<file path="src/rtl/sc_fifo_regs.sv">
// Single-clock FIFO with register bus: thresholds, level readback, sticky ovf/udf,
// and selectable first-word-fall-through or standard (registered) read mode.
module sc_fifo_regs #(
  parameter int DW     = 8,
  parameter int AW     = 4,
  parameter int REG_DW = 8,
  parameter int REG_AW = 8
) (
  input  logic              clk,
  input  logic              rst_n,
  input  logic              reg_req,
  input  logic              reg_wr,
  input  logic [REG_AW-1:0] reg_addr,
  input  logic [REG_DW-1:0] reg_wdata,
  output logic [REG_DW-1:0] reg_rdata,
  input  logic [DW-1:0]     din,
  input  logic              we,
  input  logic              re,
  output logic [DW-1:0]     dout,
  output logic              rvalid,
  output logic              full,
  output logic              empty,
  output logic              almost_full,
  output logic              almost_empty
);

  localparam int          DEPTH      = 1 << AW;
  localparam logic [AW:0] DEPTH_C    = (AW+1)'(DEPTH);
  localparam logic [AW:0] PTR_ONE    = (AW+1)'(1);
  localparam logic [AW:0] AFULL_RST  = (AW+1)'(DEPTH - 1);
  localparam logic [AW:0] AEMPTY_RST = (AW+1)'(1);

  localparam logic [REG_AW-1:0] A_RESET  = REG_AW'(0);
  localparam logic [REG_AW-1:0] A_CFG    = REG_AW'(1);
  localparam logic [REG_AW-1:0] A_STATUS = REG_AW'(2);
  localparam logic [REG_AW-1:0] A_LEVEL  = REG_AW'(3);
  localparam logic [REG_AW-1:0] A_AFTH   = REG_AW'(4);
  localparam logic [REG_AW-1:0] A_AETH   = REG_AW'(5);

  logic [DW-1:0] r_mem [DEPTH];
  logic [AW:0]   r_wptr, r_rptr, r_count;
  logic [AW:0]   r_afull_th, r_aempty_th;
  logic          r_full, r_empty, r_afull, r_aempty;
  logic          r_ovf, r_udf, r_fwft;
  logic [DW-1:0] r_dout;
  logic          r_rvalid;
  logic [REG_DW-1:0] r_rdata;

  logic          w_reg_wr, w_soft_clr;
  logic          w_wr_acc, w_rd_acc, w_ovf_evt, w_udf_evt;
  logic          w_std_rd;
  logic [AW:0]   w_th_sat, w_cnt_nxt, w_afth_nxt, w_aeth_nxt;
  logic [DW-1:0] w_mem_rd;
  logic [REG_DW-1:0] w_rd_mux;

  // Handshake: a write is taken on any edge where we=1 and full=0; a read is
  // taken on any edge where re=1 and empty=0. A soft clear masks both.
  assign w_reg_wr   = reg_req & reg_wr;
  assign w_soft_clr = w_reg_wr && (reg_addr == A_RESET) && reg_wdata[0];
  assign w_wr_acc   = we & ~r_full & ~w_soft_clr;
  assign w_rd_acc   = re & ~r_empty & ~w_soft_clr;
  assign w_ovf_evt  = we & r_full & ~w_soft_clr;
  assign w_udf_evt  = re & r_empty & ~w_soft_clr;
  assign w_std_rd   = w_rd_acc & ~r_fwft;
  assign w_mem_rd   = r_mem[r_rptr[AW-1:0]];

  always_comb begin
    w_th_sat = reg_wdata[AW:0];
    if (reg_wdata > REG_DW'(DEPTH)) w_th_sat = DEPTH_C;
  end

  always_comb begin
    w_cnt_nxt  = r_count;
    w_afth_nxt = r_afull_th;
    w_aeth_nxt = r_aempty_th;
    if (w_soft_clr) begin
      w_cnt_nxt  = '0;
      w_afth_nxt = AFULL_RST;
      w_aeth_nxt = AEMPTY_RST;
    end else begin
      if (w_wr_acc && !w_rd_acc)      w_cnt_nxt = r_count + PTR_ONE;
      else if (!w_wr_acc && w_rd_acc) w_cnt_nxt = r_count - PTR_ONE;
      if (w_reg_wr && reg_addr == A_AFTH) w_afth_nxt = w_th_sat;
      if (w_reg_wr && reg_addr == A_AETH) w_aeth_nxt = w_th_sat;
    end
  end

  always_ff @(posedge clk) begin
    if (w_wr_acc) r_mem[r_wptr[AW-1:0]] <= din;
  end

  // Flags are computed from next-state count and thresholds so they track both.
  always_ff @(posedge clk or negedge rst_n) begin
    if (!rst_n) begin
      r_wptr      <= '0;
      r_rptr      <= '0;
      r_count     <= '0;
      r_afull_th  <= AFULL_RST;
      r_aempty_th <= AEMPTY_RST;
      r_full      <= 1'b0;
      r_empty     <= 1'b1;
      r_afull     <= 1'b0;
      r_aempty    <= 1'b1;
      r_ovf       <= 1'b0;
      r_udf       <= 1'b0;
      r_fwft      <= 1'b0;
      r_dout      <= '0;
      r_rvalid    <= 1'b0;
    end else begin
      r_count     <= w_cnt_nxt;
      r_afull_th  <= w_afth_nxt;
      r_aempty_th <= w_aeth_nxt;
      r_full      <= (w_cnt_nxt == DEPTH_C);
      r_empty     <= (w_cnt_nxt == '0);
      r_afull     <= (w_cnt_nxt >= w_afth_nxt);
      r_aempty    <= (w_cnt_nxt <= w_aeth_nxt);
      if (w_soft_clr) begin
        r_wptr   <= '0;
        r_rptr   <= '0;
        r_ovf    <= 1'b0;
        r_udf    <= 1'b0;
        r_fwft   <= 1'b0;
        r_rvalid <= 1'b0;
      end else begin
        if (w_wr_acc) r_wptr <= r_wptr + PTR_ONE;
        if (w_rd_acc) r_rptr <= r_rptr + PTR_ONE;
        if (w_ovf_evt)                                            r_ovf <= 1'b1;
        else if (w_reg_wr && reg_addr == A_STATUS && reg_wdata[4]) r_ovf <= 1'b0;
        if (w_udf_evt)                                            r_udf <= 1'b1;
        else if (w_reg_wr && reg_addr == A_STATUS && reg_wdata[5]) r_udf <= 1'b0;
        if (w_reg_wr && reg_addr == A_CFG) r_fwft <= reg_wdata[0];
        r_rvalid <= w_std_rd;
        if (w_std_rd) r_dout <= w_mem_rd;
      end
    end
  end

  always_comb begin
    w_rd_mux = '0;
    case (reg_addr)
      A_CFG:    w_rd_mux = REG_DW'(r_fwft);
      A_STATUS: w_rd_mux = REG_DW'({r_udf, r_ovf, r_aempty, r_afull, r_empty, r_full});
      A_LEVEL:  w_rd_mux = REG_DW'(r_count);
      A_AFTH:   w_rd_mux = REG_DW'(r_afull_th);
      A_AETH:   w_rd_mux = REG_DW'(r_aempty_th);
      default:  w_rd_mux = '0;
    endcase
  end

  always_ff @(posedge clk or negedge rst_n) begin
    if (!rst_n)                 r_rdata <= '0;
    else if (reg_req && !reg_wr) r_rdata <= w_rd_mux;
  end

  // A standard-mode pulse still in flight after a switch to FWFT shows the registered word.
  assign dout         = (r_fwft && !r_rvalid) ? w_mem_rd : r_dout;
  assign rvalid       = r_fwft ? (~r_empty | r_rvalid) : r_rvalid;
  assign reg_rdata    = r_rdata;
  assign full         = r_full;
  assign empty        = r_empty;
  assign almost_full  = r_afull;
  assign almost_empty = r_aempty;

endmodule
</file>
<file path="config.mk">
export PLATFORM = sky130hd
export DESIGN_NAME = sc_fifo_regs
export DESIGN_NICKNAME = d
export VERILOG_FILES = /design/src/rtl/sc_fifo_regs.sv
export SDC_FILE = /design/constraint.sdc
export NUM_CORES = 1
export LEC_CHECK = 0
export CAP_MARGIN = 10
export CORE_ASPECT_RATIO = 0.5
export CORE_MARGIN = 2
export CORE_UTILIZATION = 68
export DETAILED_ROUTE_END_ITERATION = 8
export DONT_BUFFER_PORTS = 1
export HOLD_SLACK_MARGIN = 0.03
export PLACE_DENSITY = 0.84
export SLEW_MARGIN = 20
export SYNTH_ARGS = -nofsm -noshare
export SYNTH_HDL_FRONTEND = slang
export SYNTH_SLANG_ARGS = --single-unit
</file>
<file path="constraint.sdc">
create_clock -name clk -period 4.1 [get_ports clk]
set_clock_uncertainty 0.05 [all_clocks]
set_input_delay 0.41 -clock clk [delete_from_list [all_inputs] [get_ports clk]]
set_output_delay 0.41 -clock clk [all_outputs]
set_load 0.005 [all_outputs]
</file>
==> impl_metrics.ini <==
[status]
outcome = completed

[grt]
grt_overflow = 0
antenna_found_initial = 0
grt_max_degree = 46
grt_pass1_wl_um = 26900
globalRouteTotalUtil_pct = 31.3
grt_pass1_vias = 4511

[final_layout]
layout-drive-gt1-share_pct = 21.7
fillers = 621
nets = 560
finalNonFillerCells = 675
fin_util_pct = 77.6
syn_to_final_growth_pct = 10.4
final_cell_mix = edfxtp_1, nand2_1, nor2_1, dfrtp_1, mux4_2
n_antenna_cell = 0
final_common_cell = edfxtp_1

[synth]
synth-main-ff-cell = edfxtp_1
syn_avg_cell_area_um2 = 15.7
synthCells = 497
yosysSeqAreaShare_pct = 63.9
yosys_warnings = 0
syn-cell-area_um2 = 7790
ys_ff_latch = 173
synthArstFlopShare_pct = 26.0
synth-edff-count = 128
ys_types = 66

[detailed_routing]
vias = 4411
route.detailed.drc = 0
drt_iter0_drc = 439
wl_per_cell_um = 26.2
routed_wl_um = 17700
dr.pass1.iters = 8
route.antenna.remaining_nets = 0
vias_per_cell = 6.53

[clock_tree]
clock_latency_ns = 0.43
cts.sinks = 173
root_buffer = clkbuf_16
clock_path_buffers = 2
cts_buffers = 17
cts_setup_buffers = 0
cts_tree = done
htreeDepth = 4
cts.clk_slew.worst_paths_ns = 0.07

[timing]
setup_violations = 0
tns_ns = 0
min_period_over_period_pct = 82.5
hold_viol = 0
worst_pin_slew_ns = 1.04
rsz0062_at_grt = false
slew_headroom_pct = 30.3
slew_viol_final = 0
timing.fmax_mhz = 296
period_needed_ns = 3.38

[pwr]
switchingPower_mw = 1.90
intPower_mw = 3.85
p_sw_share_pct = 33.0
power_density_nw_per_um2 = 668
pwr-share-clk_pct = 27.8
ir_worst_vdd_uv = 389
comb_power_share_pct = 29.6
p_leak_nw = 3.15
seqPwrFrac_pct = 42.6

[placement]
place_congestion = 0.813
io_buffers = 0
hpwlAfterDp_um = 10800
dp.cells = 632

[floorplan]
start_util_pct = 70.3
fp.dieArea_um2 = 12400
die_y_um = 79.7
dieWidth_um = 155
rows = 27
num_io_pins = 51
coreArea_um2 = 11100

[worst_setup_path]
startpoint_type = flop
ff2ff_setup_slack_ns = 1.22
crit_required_ns = 3.64
critical_path_class = reg2out
endpoint_kind = output pin
worstPathArrival_ns = 2.92
critPathMaxFanout = 20

[run]
drv_cap = 0

[min_path]
hold_class = in2reg
-- routing by layer --
metal,wire length [um],track usage (%)
met1,6950,41.7
met2,8320,48.7
met4,404,10.6
met3,1990,11.5
met5,0,0
-- cells in the mapped netlist, drive strengths merged, types with 4 or more instances --
master	number	area [um2]
mux4	40	950
nor3	8	40.0
dfstp	7	184
nor2b	4	25.0
nor2	38	145
clkbuf	10	97.6
a221oi	4	35.0
mux2	9	120
a22oi	4	30.0
buf	14	120
nor4	7	65.1
inv	22	82.6
ha	13	163
xor2	7	61.3
dfrtp	38	951
nand2	61	236
a21oi	8	40.0
edfxtp	128	3840
mux2i	5	50.1
nand2b	5	31.3
and2	7	45.1
o21ai	13	65.1
-- area by class of cell --
class	instances	area (um2)	share of cell area, %
multi-input combinational	279	2540	29.6
sequential	173	4980	57.9
clock inverter	14	149	1.73
tap	145	181	2.11
timing repair buffer	24	225	2.62
clock buffer	18	439	5.11
inverter	22	82.6	0.960
-- power by group through the flow --
stage | clock (mW) | sequential, mW | combinational [mW]
6_report | 1.60 | 2.45 | 1.70
5_1_grt | 1.68 | 2.47 | 1.84
4_1_cts | 1.62 | 2.44 | 1.71
3_5_place_dp | 0 | 2.46 | 1.62
3_3_place_gp | 0 | 2.44 | 1.57
2_1_floorplan | 0 | 2.29 | 1.45
-- final timing paths --
check / startpoint / to / depth (start not counted)
worst min-delay path: reg_wdata[0] / r_fwft / 2
worst min register to register: r_dout[1] / r_dout[1] / 2
max in group asynchronous: rst_n / r_afull_th[3] / 2
worst max-delay path: r_rptr[1] / dout[3] / 4
worst max register to register: empty / almost_empty / 11
min in group asynchronous: rst_n / r_dout[1] / 2
-- repair_timing --
| item | in CTS | in global routing |
|---|---|---|
| resized for setup | 0 | 0 |
| endpoints found under the hold margin | 174 | 0 |
| hold buffers | 11 | 0 |
| setup endpoints to repair | 0 | 0 |
-- cell families (layout without fill, tap and decap cells) --
group | after synthesis | after routing | share of synthesized area [%]
flip-flops | 173 | 173 | 63.9
AND/OR/NAND/NOR | 149 | 149 | 9.53
AO/OA/AOI/OAI | 49 | 49 | 4.83
other | 1 | 2 | 0.0481
buffers and inverters | 46 | 78 | 3.85
XOR/XNOR | 10 | 10 | 1.12
multiplexers | 54 | 54 | 14.4
adder cells (fa/ha/maj) | 15 | 15 | 2.38
-- sequential cells by signal, indices dropped and copies added (netlist names) --
signal	count
r_aempty_th	5
almost_full	1
r_ovf	1
r_dout	8
reg_rdata	6
r_rvalid	1
r_mem	128
r_count	5
r_udf	1
r_wptr	4
almost_empty	1
r_afull_th	5
full	1
r_rptr	4
empty	1
r_fwft	1
-- per-stage QoR --
step                      total power, mW  hold WS (ns)  worst slack [ns]  area [um2]
after floorplan                      3.74        0.0644              1.39        7800
after CTS                            5.76        0.0522             0.775        8600
after detailed placement             4.08        0.0657              1.22        7890
after global placement               4.00        0.0656              1.31        7890
after global routing                 6.00        0.0584             0.694        8600
final                                5.74        0.0622             0.718        8600
-- worst max-delay path, stage by stage (launching register included) --
cell and delay [ns]:
dfrtp_1 0.97, buf_4 0.34, mux4_1 0.34, mux4_2 0.54
mux2_4 0.29
Power figures use the tool's default switching activity.
